`src/rtl/mux_share_arbiter.sv`:
```
// mux_share_arbiter: two-requester arbiter that owns the select of a shared
// 2:1 datapath mux (y = s ? b : a) and presents the granted source on y.
// IDLE ties are round-robin by default. A holder is preempted after MAX_HOLD
// consecutive grant cycles, but only when the other side is requesting.
// Optional build macro: MUX_ARB_PRIO_EN -- IDLE ties always go to A. The hold
// timeout still applies, so B cannot be starved.
module mux_share_arbiter #(
   parameter int unsigned DW       = 1,
   parameter int unsigned MAX_HOLD = 500
) (
   input  logic          clk,
   input  logic          rst,
   input  logic          req_a,
   input  logic          req_b,
   input  logic [DW-1:0] a,
   input  logic [DW-1:0] b,
   output logic          gnt_a,
   output logic          gnt_b,
   output logic          s,
   output logic [DW-1:0] y,
   output logic          busy
);

   localparam int unsigned CntW = $clog2(MAX_HOLD);
   localparam logic [CntW-1:0] HoldMax = CntW'(MAX_HOLD - 1);

   typedef enum logic [1:0] {
      StIdle = 2'd0,
      StGntA = 2'd1,
      StGntB = 2'd2
   } state_e;

   typedef enum logic {
      SideA = 1'b0,
      SideB = 1'b1
   } side_e;

   state_e          state_q, state_d;
   side_e           last_q, last_d;
   logic [CntW-1:0] hold_cnt_q, hold_cnt_d;
   logic            s_q, s_d;
   state_e          tie_pick;
   logic            hold_expired;

   // IDLE tie resolution: fixed priority to A, or the side not served last
`ifdef MUX_ARB_PRIO_EN
   assign tie_pick = StGntA;
`else
   assign tie_pick = (last_q == SideA) ? StGntB : StGntA;
`endif

   assign hold_expired = (hold_cnt_q == HoldMax);

   // Next-state: release and handover take priority over preemption
   always_comb begin
      state_d = state_q;
      case (state_q)
         StIdle: begin
            if (req_a && req_b) begin
               state_d = tie_pick;
            end else if (req_a) begin
               state_d = StGntA;
            end else if (req_b) begin
               state_d = StGntB;
            end
         end
         StGntA: begin
            if (!req_a && req_b) begin
               state_d = StGntB;
            end else if (!req_a) begin
               state_d = StIdle;
            end else if (req_b && hold_expired) begin
               state_d = StGntB;
            end
         end
         StGntB: begin
            if (!req_b && req_a) begin
               state_d = StGntA;
            end else if (!req_b) begin
               state_d = StIdle;
            end else if (req_a && hold_expired) begin
               state_d = StGntA;
            end
         end
         default: state_d = StIdle;
      endcase
   end

   // Hold counter: restarts on any state change, saturates while granted
   always_comb begin
      hold_cnt_d = hold_cnt_q;
      if (state_d != state_q) begin
         hold_cnt_d = '0;
      end else if ((state_q != StIdle) && !hold_expired) begin
         hold_cnt_d = hold_cnt_q + CntW'(1);
      end
   end

   // Select and last-served side follow grant entry; both hold in IDLE
   always_comb begin
      s_d    = s_q;
      last_d = last_q;
      if (state_d == StGntA) begin
         s_d    = 1'b0;
         last_d = SideA;
      end else if (state_d == StGntB) begin
         s_d    = 1'b1;
         last_d = SideB;
      end
   end

   // State registers with synchronous reset; last=B so A wins the first tie
   always_ff @(posedge clk) begin
      if (rst) begin
         state_q    <= StIdle;
         last_q     <= SideB;
         hold_cnt_q <= '0;
         s_q        <= 1'b0;
      end else begin
         state_q    <= state_d;
         last_q     <= last_d;
         hold_cnt_q <= hold_cnt_d;
         s_q        <= s_d;
      end
   end

   // Output decode; y is forced to zero in IDLE so no stale data leaks out
   always_comb begin
      gnt_a = (state_q == StGntA);
      gnt_b = (state_q == StGntB);
      busy  = gnt_a | gnt_b;
      s     = s_q;
      y     = '0;
      case (state_q)
         StGntA:  y = a;
         StGntB:  y = b;
         default: y = '0;
      endcase
   end

endmodule

```
`config.mk`:
```
export PLATFORM = sky130hd
export DESIGN_NAME = mux_share_arbiter
export DESIGN_NICKNAME = d
export VERILOG_FILES = /design/src/rtl/mux_share_arbiter.sv
export SDC_FILE = /design/constraint.sdc
export NUM_CORES = 1
export LEC_CHECK = 0
export ABC_AREA = 1
export CAP_MARGIN = 20
export CORE_MARGIN = 8
export CORE_UTILIZATION = 50
export CTS_BUF_LIST = sky130_fd_sc_hd__clkbuf_8
export DETAILED_ROUTE_END_ITERATION = 6
export GPL_TIMING_DRIVEN = 0
export PLACE_DENSITY = 0.71
export SYNTH_ARGS = -nofsm -noshare
export SYNTH_HDL_FRONTEND = slang
export SYNTH_SLANG_ARGS = --single-unit
export TNS_END_PERCENT = 20
```
`constraint.sdc`:
```
create_clock -name clk -period 3.45 [get_ports clk]
set_input_delay 0.69 -clock clk [delete_from_list [all_inputs] [get_ports clk]]
set_output_delay 0.69 -clock clk [all_outputs]
set_load 0.01 [all_outputs]
```
[Word-level counts from Yosys, hierarchy flattened]
Index checks and enable logic that the tools add are counted.
Storage, ports and cells
  register bits after elaboration: 13
  input bits: 6
  output and inout port bits: 5
Operators by class
  add/subtract/negate cells: 1
  equal/unequal tests: 6
  mux-type cells: 14
  bitwise operators: 1
  reductions and logical operators: 14
Operators with widths (number)
  2-bit two-way mux: 10
  9-bit by 1-bit adder with 9-bit output (second input constant): 1
  9-bit equality test (second input constant): 1
  1-bit logical AND: 6
  2-bit case mux with 3 select lines: 1
  2-bit by 1-bit equality test with 1-bit output (second input constant): 2
  2-bit equality test (second input constant): 2
  2-bit nonzero test: 2
  2-bit OR reduction: 2
  1-bit zero test: 3
  2-bit zero test: 1
  1-bit two-way mux: 2
  2-bit != test: 1
  1-bit case mux with 2 select lines: 1
  1-bit OR: 1

[Depth between registers and ports, before layout]
  word-level depth: 9
  depth in mapped cells: 12
  gate-level depth less buffers: 12

[Least setup slack after synthesis]
OpenSTA, ideal clock, no wires.
  path type: register -> output
  start: register state_q[1]
  end: output port y
  arrival time: 1.198 ns
  slack: 1.562 ns
  cell stages (with the launch flop): 4
  buffers on the path: 0
  cells stage by stage: dfxtp_1 inv_1 ha_1 a21boi_0
On the way
  word-level cells in the longest chain between the ends: 2
  elaborated cells between the ends (all ways): 3
RTL lines
  from (decl): RTL line 38  | state_e state_q, state_d;
  from (signal assigned): RTL line 115  | state_q <= StIdle;
  from (signal assigned): RTL line 120  | state_q <= state_d;
  2-bit equality test / 2-bit by 1-bit equality test with 1-bit output (equally long branches): RTL line 134  | case (state_q)
  1-bit case mux with 2 select lines *: RTL line 134
  to (decl): RTL line 20  | output logic [DW-1:0] y,
Every way passes the cells marked *; elsewhere a longest branch is shown, timed or not.

[Worst setup path in the final report]
Same ends and word-level chain as after synthesis.

==> metrics.log <==
INFO  metric outcome = completed
INFO  metric numClockSinks = 13
INFO  metric htreeDepth = 1
INFO  metric fmaxAchievable = 0.385 GHz
INFO  metric global_route.usage.total = 12.1%
INFO  metric insertion_delay = 0.24 ns
INFO  metric critical_path.max_fanout = 6
INFO  metric syn-instance-count = 121
INFO  metric clock_power_share = 25.9%
INFO  metric finalClockSkew = 0.00315 ns
INFO  metric power.share.combinational = 38.3%
INFO  metric net_count_final = 149
INFO  metric timing.hold.worst.class = reg2reg
INFO  metric ys_ff_latch = 13
INFO  metric min_period = 2.60 ns
INFO  metric largest_net_degree_at_the_start_of_global_routing = 10
INFO  metric drtIter0Drc = 8
INFO  metric hold_viol_final = 0
INFO  metric die_width = 58.6 microns
INFO  metric synth_sequential_area_ratio = 28.7%
INFO  metric initial_antenna_violation_count = 0
INFO  metric timing.critical_path.to_type = output pin
INFO  metric cp-start-kind = register
INFO  metric static_leakage = 0.448 nW
INFO  metric ir_drop = 0.307 mV
INFO  metric floorplan.initialDensity = 53.1%
INFO  metric critical_path_data_arrival_time = 1.91 ns
INFO  metric cts_repair_resize_count = 0
INFO  metric grt_pass1_wl = 3250 microns
INFO  metric unrepaired_setup_endpoints_after_global_routing = false
INFO  metric max-cap-violations = 0
INFO  metric worst_ep_required_time = 2.76 ns
INFO  metric seqPwrFrac = 35.8%
INFO  metric report.final.slew_viol_count = 0
INFO  metric via_count = 758
INFO  metric total_power = 0.505 mW
INFO  metric power.share.switching = 37.0%
INFO  metric synth.net_count = 134
INFO  metric cts.repair_timing.setup_buffer_count = 0
INFO  metric port_buffers = 10
INFO  metric post_drt_wl_per_cell = 10.8 microns
INFO  metric setup_viol_count_final = 0
INFO  metric routed_wirelength = 1730 microns
INFO  metric worst_relative_slew_slack = 81.3%
INFO  metric power-per-cell-area = 466 nW/um^2
INFO  metric fp-row-count = 15
INFO  metric tritoncts_clock_tree = done
INFO  metric grt_pass1_vias = 765
INFO  metric post-place-ws = 0.855 ns
INFO  metric critical_path_class = reg2out
INFO  metric p_int = 0.318 mW
INFO  metric syn_area_per_cell = 7.50 sq um
INFO  metric drive_gt1_share = 17.0%
INFO  metric syn-cell-area = 907 sq um
INFO  metric drt_pre_antenna_iters = 4
INFO  metric clockBufferDepth = 2
INFO  metric fin_crit_sh = 75.4%
INFO  metric antenna-diode-count = 0
INFO  metric transition_time_of_the_tightest_slew_check_pin = 0.280 ns
INFO  metric remaining_drc_errors = 0
INFO  metric final_critical_path_setup_slack = 0.850 ns
INFO  metric dp_hpwl = 1400 microns
INFO  metric cts_inserted_buffers = 3
INFO  metric critical-path-top-delay-family = buffers and inverters
INFO  metric final_core_util = 63.4%
INFO  metric worstPathCellList = inv_1, ha_1, a21boi_0, clkdlybuf4s50_1
INFO  metric cell_at_the_slowest_stage_of_the_critical_path = clkdlybuf4s50_1
INFO  metric drt.antenna.violating_nets = 0
INFO  metric grt-ovfl-total = 0
INFO  metric yosysWarnings = 0
INFO  metric cts.reportedPaths.clkPinSlew = 0.05 ns
INFO  metric setup_total_negative_slack = 0 ns
INFO  metric postCtsHoldBufs = 0
INFO  metric cpPeakStageDelay = 0.56 ns
INFO  metric netlist-cell-type-count = 20
INFO  metric die_y = 58.6 microns
INFO  metric crit_buf_inv = 2
INFO  metric core_box_area = 1710 sq um
INFO  metric netSwitchingPower = 0.187 mW
INFO  metric syn2layout_area_growth = 19.4%
INFO  metric die-area = 3430 sq um
INFO  metric viasPerCell = 4.74
INFO  metric ioPinCount = 11
INFO  metric final.fill_count = 166
INFO  metric finalWeightedCongestion = 0.800
INFO  metric clockRootBuffer = clkbuf_8
## synthesized netlist by cell type
| cell type | count | area share [%] |
|---|---|---|
| nand2_1 | 24 | 9.9 |
| inv_1 | 17 | 7.0 |
| dfxtp_1 | 13 | 29 |
| nand3_1 | 10 | 5.5 |
| nor2_1 | 10 | 4.1 |
| nor3_2 | 9 | 9.9 |
| ha_1 | 7 | 9.7 |
| a21oi_1 | 6 | 3.3 |
| nand2_2 | 5 | 3.4 |
| xor2_1 | 5 | 4.8 |
| xnor2_1 | 3 | 2.9 |
| nand2_4 | 2 | 2.5 |
| nor3_1 | 2 | 1.1 |
| o21ai_0 | 2 | 1.1 |
| a21boi_0 | 1 | 0.83 |
| inv_2 | 1 | 0.41 |
| nand3_4 | 1 | 1.9 |
| nor2_2 | 1 | 0.69 |
| nor2_4 | 1 | 1.2 |
| o21bai_1 | 1 | 0.83 |
## stage by stage
stage,instance area (sq um),instances,hold slack [ns]
global placement,1040,156,0.484
finish,1080,160,0.509
CTS,1080,160,0.512
global route,1080,160,0.543
detailed placement,1040,156,0.503
floorplan,907,121,0.432
## cells in the final DEF (no fill, tap or decap)
master / n
inv_2: 1
o21ai_0: 2
nand3_4: 1
o21bai_1: 1
clkdlybuf4s50_1: 10
a21oi_1: 6
nand2_2: 5
inv_1: 18
xor2_1: 5
nor3_2: 9
xnor2_1: 3
clkbuf_8: 3
nand3_1: 10
nor3_1: 2
nor2_2: 1
a21boi_0: 1
nand2_4: 2
dfxtp_1: 13
ha_1: 7
nor2_1: 10
nor2_4: 1
nand2_1: 24
## cell type report
| cell class | instances | area [sq um] | area share, % |
|---|---|---|---|
| Multi-Input combinational cell | 90 | 579 | 53.5 |
| Sequential cell | 13 | 260 | 24.0 |
| Timing Repair Buffer | 10 | 100 | 9.24 |
| Inverter | 18 | 67.6 | 6.24 |
| Clock buffer | 3 | 41.3 | 3.81 |
| Tap cell | 25 | 31.3 | 2.89 |
| Clock inverter | 1 | 3.75 | 0.346 |
## worst paths after layout
| check | from | to | slack [ns] | cells past startpoint |
|---|---|---|---|---|
| worst max-delay path | state_q[1] | y | 0.85 | 4 |
| worst min register to register | s | s | 0.51 | 2 |
| worst min-delay path | s | s | 0.51 | 2 |
| worst max register to register | state_q[1] | last_q | 1.38 | 11 |
## state kept, by name, summed over array words and instances, names as in the netlist
name / count
hold_cnt_q: 9
last_q: 1
state_q: 2
s: 1
## worst register-to-register path, cell delays in order (launching register included)
cell and delay (ns):
dfxtp_1 0.47, inv_1 0.15, ha_1 0.22, inv_1 0.17
a21oi_1 0.07, a21oi_1 0.11, nand2_1 0.09, nand2_2 0.12
inv_1 0.05, ha_1 0.28, a21oi_1 0.13, o21ai_0 0.09
## power by group through the flow
stage               clock [mW]  combinational, mW  sequential (mW)
detailed placement           0              0.198            0.184
floorplan                    0              0.138            0.181
finish                   0.131              0.194            0.181
CTS                      0.137              0.198            0.180
global route             0.142              0.220            0.183
global placement             0              0.191            0.183
## layer usage
layer / track usage (%) / up-vias / part of all wire (%)
li1: - / 410 / -
met1: 12.8 / 332 / 44
met2: 21.6 / 12 / 51
met3: 3.91 / 4 / 3.5
met4: 5.12 / 0 / 1.3
met5: 0 / - / 0
## logic make-up (layout without fill, tap and decap cells)
group	after synthesis	in the layout	share of synthesized area (%)
simple gates	65	65	40.4
buf+inv	18	32	7.45
flops	13	13	28.7
compound gates	10	10	6.07
xor+xnor	8	8	7.72
fa+ha+maj	7	7	9.65
(Power assumes the default switching activity.)
